File: config.mk
export PLATFORM = sky130hd
export DESIGN_NAME = dmem_fill_resp
export DESIGN_NICKNAME = d
export VERILOG_FILES = /design/src/rtl/dmem_fill_resp.sv
export SDC_FILE = /design/constraint.sdc
export NUM_CORES = 1
export LEC_CHECK = 0
export CORE_AREA = 2 2 223 225
export DETAILED_ROUTE_END_ITERATION = 8
export DIE_AREA = 0 0 225 227
export MAX_ROUTING_LAYER = met4
export SETUP_SLACK_MARGIN = 0.5
export SLEW_MARGIN = 0
export SYNTH_ARGS = -nofsm -noshare
export SYNTH_HDL_FRONTEND = slang
export SYNTH_SLANG_ARGS = --single-unit
File: constraint.sdc
create_clock -name clk -period 10.7 [get_ports clk]
set_input_delay 1.07 -clock clk [delete_from_list [all_inputs] [get_ports clk]]
set_output_delay 1.07 -clock clk [all_outputs]
set_load 0.05 [all_outputs]
File: src/rtl/dmem_fill_resp.sv
// Block-fill responder for dmem: assembles a cache line from MEM_W-wide backing-memory beats,
// turns snooped writes into dmem invalidations and refetches a line that is written while in flight.
module dmem_fill_resp #(
  parameter int LINE_W  = 256,
  parameter int MEM_W   = 64,
  parameter int BLK_LEN = 59
) (
  input  logic               clk,
  input  logic               rst,
  input  logic [BLK_LEN-1:0] b_addr_d,
  input  logic               b_rd_d,
  output logic [LINE_W-1:0]  b_data_in_d,
  output logic               b_dv_d,
  output logic [BLK_LEN-1:0] inv_addr,
  output logic               inv,
  output logic [63:0]        m_addr,
  output logic               m_rd,
  input  logic [MEM_W-1:0]   m_data,
  input  logic               m_ack,
  input  logic [63:0]        s_addr,
  input  logic               s_wr
);

  localparam int BEATS  = LINE_W / MEM_W;
  localparam int BEAT_W = $clog2(BEATS);
  localparam int OFF_W  = $clog2(MEM_W / 8);

  localparam logic [1:0] IDLE  = 2'd0;
  localparam logic [1:0] FETCH = 2'd1;
  localparam logic [1:0] DV    = 2'd2;
  localparam logic [1:0] GAP   = 2'd3;

  logic [1:0]         state;
  logic [BLK_LEN-1:0] blk;
  logic [BEAT_W-1:0]  beat;
  logic               stale;
  logic               capture;
  logic               last_beat;
  logic               snoop_hit;
  logic [BLK_LEN-1:0] s_blk;
  logic               unused_s_addr;

  assign s_blk         = s_addr[63 -: BLK_LEN];
  assign unused_s_addr = ^s_addr[63-BLK_LEN:0];
  assign capture       = (state == FETCH) && m_ack;
  assign last_beat     = (beat == BEAT_W'(BEATS - 1));
  assign snoop_hit     = (state == FETCH) && s_wr && (s_blk == blk);

  assign m_rd   = (state == FETCH);
  assign m_addr = m_rd ? 64'({blk, beat, {OFF_W{1'b0}}}) : 64'd0;
  assign b_dv_d = (state == DV);

  always_ff @(posedge clk or posedge rst) begin
    if (rst) begin
      state    <= IDLE;
      blk      <= '0;
      beat     <= '0;
      stale    <= 1'b0;
      inv      <= 1'b0;
      inv_addr <= '0;
    end else begin
      inv <= s_wr;
      if (s_wr) inv_addr <= s_blk;

      case (state)
        IDLE: begin
          if (b_rd_d) begin
            blk   <= b_addr_d;
            beat  <= '0;
            stale <= 1'b0;
            state <= FETCH;
          end
        end
        FETCH: begin
          // A hit on the final beat's edge folds straight into the refetch decision.
          if (capture && last_beat) begin
            if (stale || snoop_hit) begin
              stale <= 1'b0;
              beat  <= '0;
            end else begin
              state <= DV;
            end
          end else begin
            if (capture) beat <= beat + 1'b1;
            if (snoop_hit) stale <= 1'b1;
          end
        end
        DV:      state <= GAP;
        GAP:     state <= IDLE;
        default: state <= IDLE;
      endcase
    end
  end

  // One holding register per beat lane; beat 0 sits at the line LSBs.
  for (genvar gi = 0; gi < BEATS; gi++) begin : g_lane
    logic [MEM_W-1:0] lane_reg;
    always_ff @(posedge clk or posedge rst) begin
      if (rst) lane_reg <= '0;
      else if (capture && beat == BEAT_W'(gi)) lane_reg <= m_data;
    end
    assign b_data_in_d[gi*MEM_W +: MEM_W] = lane_reg;
  end

endmodule

==> impl_metrics.tcl, run 1 <==
set metrics [dict create \
    status "finished, final reports clean" \
    ys_seq_area_share_pct 62.3 \
    drive_gt1_share_pct 29.1 \
    wire_per_inst_um 22.1 \
    gp_congestion 0.847 \
    final.setup_skew_ps 23.9 \
    netlist_instances 991 \
    grt_pass1_wl_um 72500 \
    cts_buffer_depth 3 \
    grt_max_degree 158 \
    dieHeight_um 227 \
    worst-setup-path-type "register to primary output" \
    setup_viol 0 \
    synth.top_cell.area_share_pct 62.3 \
    ctsHoldBuffers 0 \
    largest_reg_flops 256 \
    ant_nets 0 \
    clkSlewWorstSetupHoldPaths_ps 60 \
    cts_setup_buffers 0 \
    ys.flop_type "dfrtp_1" \
    peakVddDrop_uv 208 \
    place_area_um2 21600 \
    dp_hpwl_um 35400 \
    fin_crit_sh_pct 39.0 \
    antenna_found_initial 9 \
    htree_levels 2 \
    dieWidth_um 225 \
    cts_made_buffers 44 \
    num-fill-cells 4347 \
    grt_pass1_vias 11100 \
    endpoint_kind "primary output" \
    yosysTopAreaCell "dfrtp_1" \
    io_pins 574 \
    nets 1764 \
    initial_core_util_pct 31.4 \
    cts_root_buf "clkbuf_16" \
    synth_area_leaders "dfrtp_1 (62%), mux2_2 (28%), and2_1 (2.4%), xor2_1 (2.1%), xnor2_1 (1.2%)" \
    clock_latency_ps 580 \
    slew_headroom_pct 25.7 \
    ys_ff_latch 380 \
    clkSinkCount 380 \
    rsz0062_at_grt "false" \
    post-route-min-period_ps 4170 \
    final_common_cell "clkdlybuf4s50_1" \
    slew_violations 0 \
    final-hold-violation-count 0 \
    cts_tree "built" \
    cp.arrival_ps 3100 \
    dr_total_vias 10400 \
    remaining_drc_errors 0 \
    grt_usage_pct 19.6 \
    hold_path.class "register to register" \
    tightestPinTransition_ps 1110 \
    via_per_inst 4.65 \
    cap_violations 0 \
    fin_cells 2229 \
    fin_area_um2 23100 \
    setup_ws_ps 6530 \
    rows 81 \
    grt-ovfl-total 0 \
    dr.pass1.iters 4 \
    dp_cells 2141 \
    path_max_fanout 74 \
    timing.fmax_mhz 240 \
    ctsResizeCount 0 \
    synth-async-reset-ratio_pct 100 \
    drt_wl_total_um 49300 \
    syn_area_um2 15300 \
    p_leak_nw 10.1 \
    yosysWarnings 0 \
    die_area_um2 51100 \
    cp-start-kind "register" \
    synth_edf_count 0 \
    initialDrtViolationCount 282 \
    port_buffers 565 \
    syn_area_per_cell_um2 15.4 \
    setup_tns_ps 0 \
    syn2layout_area_growth_pct 51.4 \
    cp.required_ps 9630 \
    mostFrequentLayoutCells "clkdlybuf4s50_1 (564), dfrtp_1 (380), mux2_2 (375), and2_1 (58), clkbuf_16 (44)" \
    ys_types 31 \
    coreArea_um2 48500 \
    cellPowerDensity_nw_per_um2 313 \
    preCtsSetupSlack_ps 6710 \
]
-- cell type report --
class | instances | area [um^2] | share of cell area, %
Tap cell | 622 | 778 | 3.37
Multi-Input combinational cell | 554 | 5570 | 24.1
Timing Repair Buffer | 576 | 5750 | 24.9
Sequential cell | 380 | 9510 | 41.2
Clock buffer | 70 | 1340 | 5.79
Clock inverter | 10 | 105 | 0.455
Antenna cell | 8 | 20.0 | 0.0866
Inverter | 9 | 37.5 | 0.162
-- critical path, cell delays in order (launching register included) --
cell and delay [ps]:
dfrtp_1 400, inv_1 110, ha_2 170, buf_4 620, inv_1 200, nor2_1 130
clkdlybuf4s50_1 900
-- path summary, 6_finish.rpt --
| check | depth (start not counted) | endpoint | from | slack, ps |
|---|---|---|---|---|
| worst max-delay path | 6 | m_addr[4] | state[1] | 6530 |
| max in group asynchronous | 4 | g_lane[0].lane_reg[39] | rst | 7560 |
| worst max register to register | 9 | beat[1] | state[1] | 7680 |
| worst min-delay path | 1 | inv_addr[54] | inv_addr[54] | 500 |
| min in group asynchronous | 2 | g_lane[2].lane_reg[53] | rst | 910 |
| worst min register to register | 1 | inv_addr[54] | inv_addr[54] | 500 |
-- Yosys cell counts (2+ instances only) --
| cell | count |
|---|---|
| o21ai_0 | 6 |
| nand3_1 | 6 |
| xnor2_1 | 21 |
| and2_1 | 58 |
| buf_1 | 9 |
| mux2_2 | 375 |
| buf_2 | 6 |
| dfrtp_1 | 380 |
| nand2_1 | 4 |
| nor4_1 | 11 |
| inv_1 | 9 |
| xor2_1 | 37 |
| a21oi_1 | 2 |
| buf_4 | 4 |
| nand4_1 | 7 |
| clkbuf_1 | 31 |
| nor2_1 | 5 |
| ha_1 | 7 |
-- stage by stage --
stage	power [mW]	util, %	hold slack (ps)
after floorplan	4.49	-	514
after global placement	5.77	44.6	487
after detailed placement	5.80	44.6	491
after CTS	7.33	47.6	505
after global routing	7.57	47.6	511
final	7.24	47.6	501
-- logic make-up (layout without fill, tap and decap cells) --
family,after synthesis,count (layout),share of synthesized area (%)
buffers and inverters,59,665,1.60
DFF,380,380,62.3
xor gates and xnor gates,58,58,3.33
AOI/OAI and AO/OA,16,16,0.730
muxes,375,375,27.7
and+or+nand+nor,95,95,3.79
adders and majority gates,7,7,0.574
other,1,11,0.0246
-- power by group --
group | total, mW | internal [mW] | switching, mW
clock | 1.49 | 0.884 | 0.602
sequential | 2.18 | 1.90 | 0.279
combinational | 3.57 | 1.31 | 2.26
total | 7.24 | 4.10 | 3.14
-- metal layers --
layer	vias to the layer above	GRT usage [%]	wire length, um
li1	4631	-	-
met1	5248	21.5	18800
met2	416	31.8	23600
met3	70	9.45	5820
met4	0	5.19	1060
met5	-	-	0
(Power assumes the default switching activity.)
==> inputs of run 2 (changes only) <==
CORE_AREA = 2 2 226 228   (was 2 2 223 225)
DIE_AREA = 0 0 228 230   (was 0 0 225 227)
clock period = 4.1 ns   (was 10.7 ns; I/O delays follow)
==> run 2 against run 1 <==
Effect of this change: setup slack lost 5700 ps; global-route usage about the same; sequential power rose to 2.6 times the previous value; design area is 0.37% higher; non-clock buffer count grew 6; clock skew shrank 8.4 ps; combinational power increased to 2.6 times the previous value.
==> impl_metrics.tcl, run 2 (synthesized netlist as in run 1, its figures left out) <==
set metrics [dict create \
    cap_violations 0 \
    nets 1770 \
    dieWidth_um 228 \
    grt-ovfl-total 0 \
    htree_levels 2 \
    ctsResizeCount 0 \
    coreArea_um2 49900 \
    holdWs_ps 251 \
    endpoint_kind "primary output" \
    post-route-min-period_ps 3310 \
    p_leak_nw 10.1 \
    wire_per_inst_um 22.0 \
    rows 82 \
    fin_crit_sh_pct 80.9 \
    clkSinkCount 380 \
    ant_nets 0 \
    dr.pass1.iters 4 \
    slew_violations 0 \
    ctsHoldBuffers 0 \
    hold_path.class "primary input to async pin" \
    final.setup_skew_ps 15.5 \
    final-hold-violation-count 0 \
    cpPeakStageDelay_ps 860 \
    drt_wl_total_um 50300 \
    setup_viol 0 \
    status "finished, final reports clean" \
    num-fill-cells 4571 \
    largest_reg_flops 256 \
    use_met2_pct 31.9 \
    initialDrtViolationCount 429 \
    grt_usage_pct 19.5 \
    use_met3_pct 8.26 \
    remaining_drc_errors 0 \
    crit_family "buffers and inverters" \
    cpMaxStageDelayCell "clkdlybuf4s50_1" \
    clock_latency_ps 570 \
    clkSlewWorstSetupHoldPaths_ps 60 \
    gp_congestion 0.866 \
    rsz0062_at_grt "false" \
    grt_max_degree 142 \
    syn2layout_area_growth_pct 52.0 \
    grt_pass1_wl_um 75000 \
    path_max_fanout 30 \
    initial_core_util_pct 30.6 \
    cts_tree "built" \
    die_area_um2 52400 \
    via_per_inst 4.55 \
    timing.fmax_mhz 302 \
    io_pins 574 \
    antenna_found_initial 11 \
    tightestPinTransition_ps 918 \
    cts_setup_buffers 0 \
    dp_hpwl_um 36500 \
    slew_headroom_pct 38.8 \
    cp_num_buf_inv 3 \
    worst-setup-path-type "register to primary output" \
    grt-busiest-layer "met2" \
    dp_cells 2197 \
    fin_cells 2282 \
    dieHeight_um 230 \
    cp_cell_sequence "inv_1, ha_4, buf_4, and2_1, clkdlybuf4s50_1" \
    cp.required_ps 3690 \
    met1_usage_pct 22.3 \
    mostFrequentLayoutCells "clkdlybuf4s50_1 (564), dfrtp_1 (380), mux2_2 (375), and2_1 (58), clkbuf_16 (44)" \
    drive_gt1_share_pct 29.1 \
    peakVddDrop_uv 599 \
    cp.arrival_ps 2900 \
    cellPowerDensity_nw_per_um2 814 \
    dr_total_vias 10400 \
    cp-start-kind "register" \
    final_common_cell "clkdlybuf4s50_1" \
    grt_pass1_vias 11400 \
    port_buffers 565 \
    cts_root_buf "clkbuf_16" \
    cts_buffer_depth 3 \
    cts_made_buffers 44 \
]
-- run 2: cell types whose count changed in the layout (fill, tap and decap cells not counted), sizes merged --
cell,previous run,this run
buf,12,18
clkbuf,70,67
clkinv,7,6
diode,8,9
-- run 2: power breakdown --
group	switching [mW]	internal [mW]	leakage (nW)
Sequential	0.755	4.96	4.81
Clock	1.58	2.22	0.679
Combinational	5.91	3.46	4.60
Total	8.25	10.6	10.1
-- run 2: worst paths after layout --
path / startpoint / end / slack [ps] / cells past startpoint
worst max-delay path: state[1] / m_addr[19] / 790 / 5
min in group clk: b_addr_d[37] / blk[37] / 450 / 2
worst max register to register: state[1] / g_lane[1].lane_reg[31] / 1400 / 6
worst min-delay path: rst / g_lane[3].lane_reg[3] / 250 / 2
max in group asynchronous: rst / g_lane[3].lane_reg[13] / 2710 / 3
worst min register to register: g_lane[1].lane_reg[0] / g_lane[1].lane_reg[0] / 500 / 1
-- run 2: area by class of cell --
class                   instances  area [um^2]  share of cell area [%]
clock buffers                  67         1280                    5.51
multi-input cells             554         5580                    24.1
inverters                       9         37.5                   0.162
clock inverters                 9          108                   0.464
repair buffers                582         5820                    25.1
well taps                     672          841                    3.62
diodes                          9         22.5                  0.0971
flip-flops and latches        380         9510                    41.0
-- run 2: metrics by stage --
step           utilization (%)  cell area, um^2  setup WS [ps]  TNS (ps)  total power, mW
2_1_floorplan                -            15300          -1420   -538090             11.7
3_3_place_gp              43.7            21800            911         0             15.1
3_5_place_dp              43.7            21800            897         0             15.2
4_1_cts                   46.5            23200            541         0             19.1
5_1_grt                   46.5            23200            656         0             19.7
6_report                  46.5            23200            785         0             18.9
-- run 2: layer usage --
layer,wire length (um),vias up
li1,-,4643
met1,20000,5286
met2,24400,395
met3,4900,59
met4,1020,0
met5,0,-
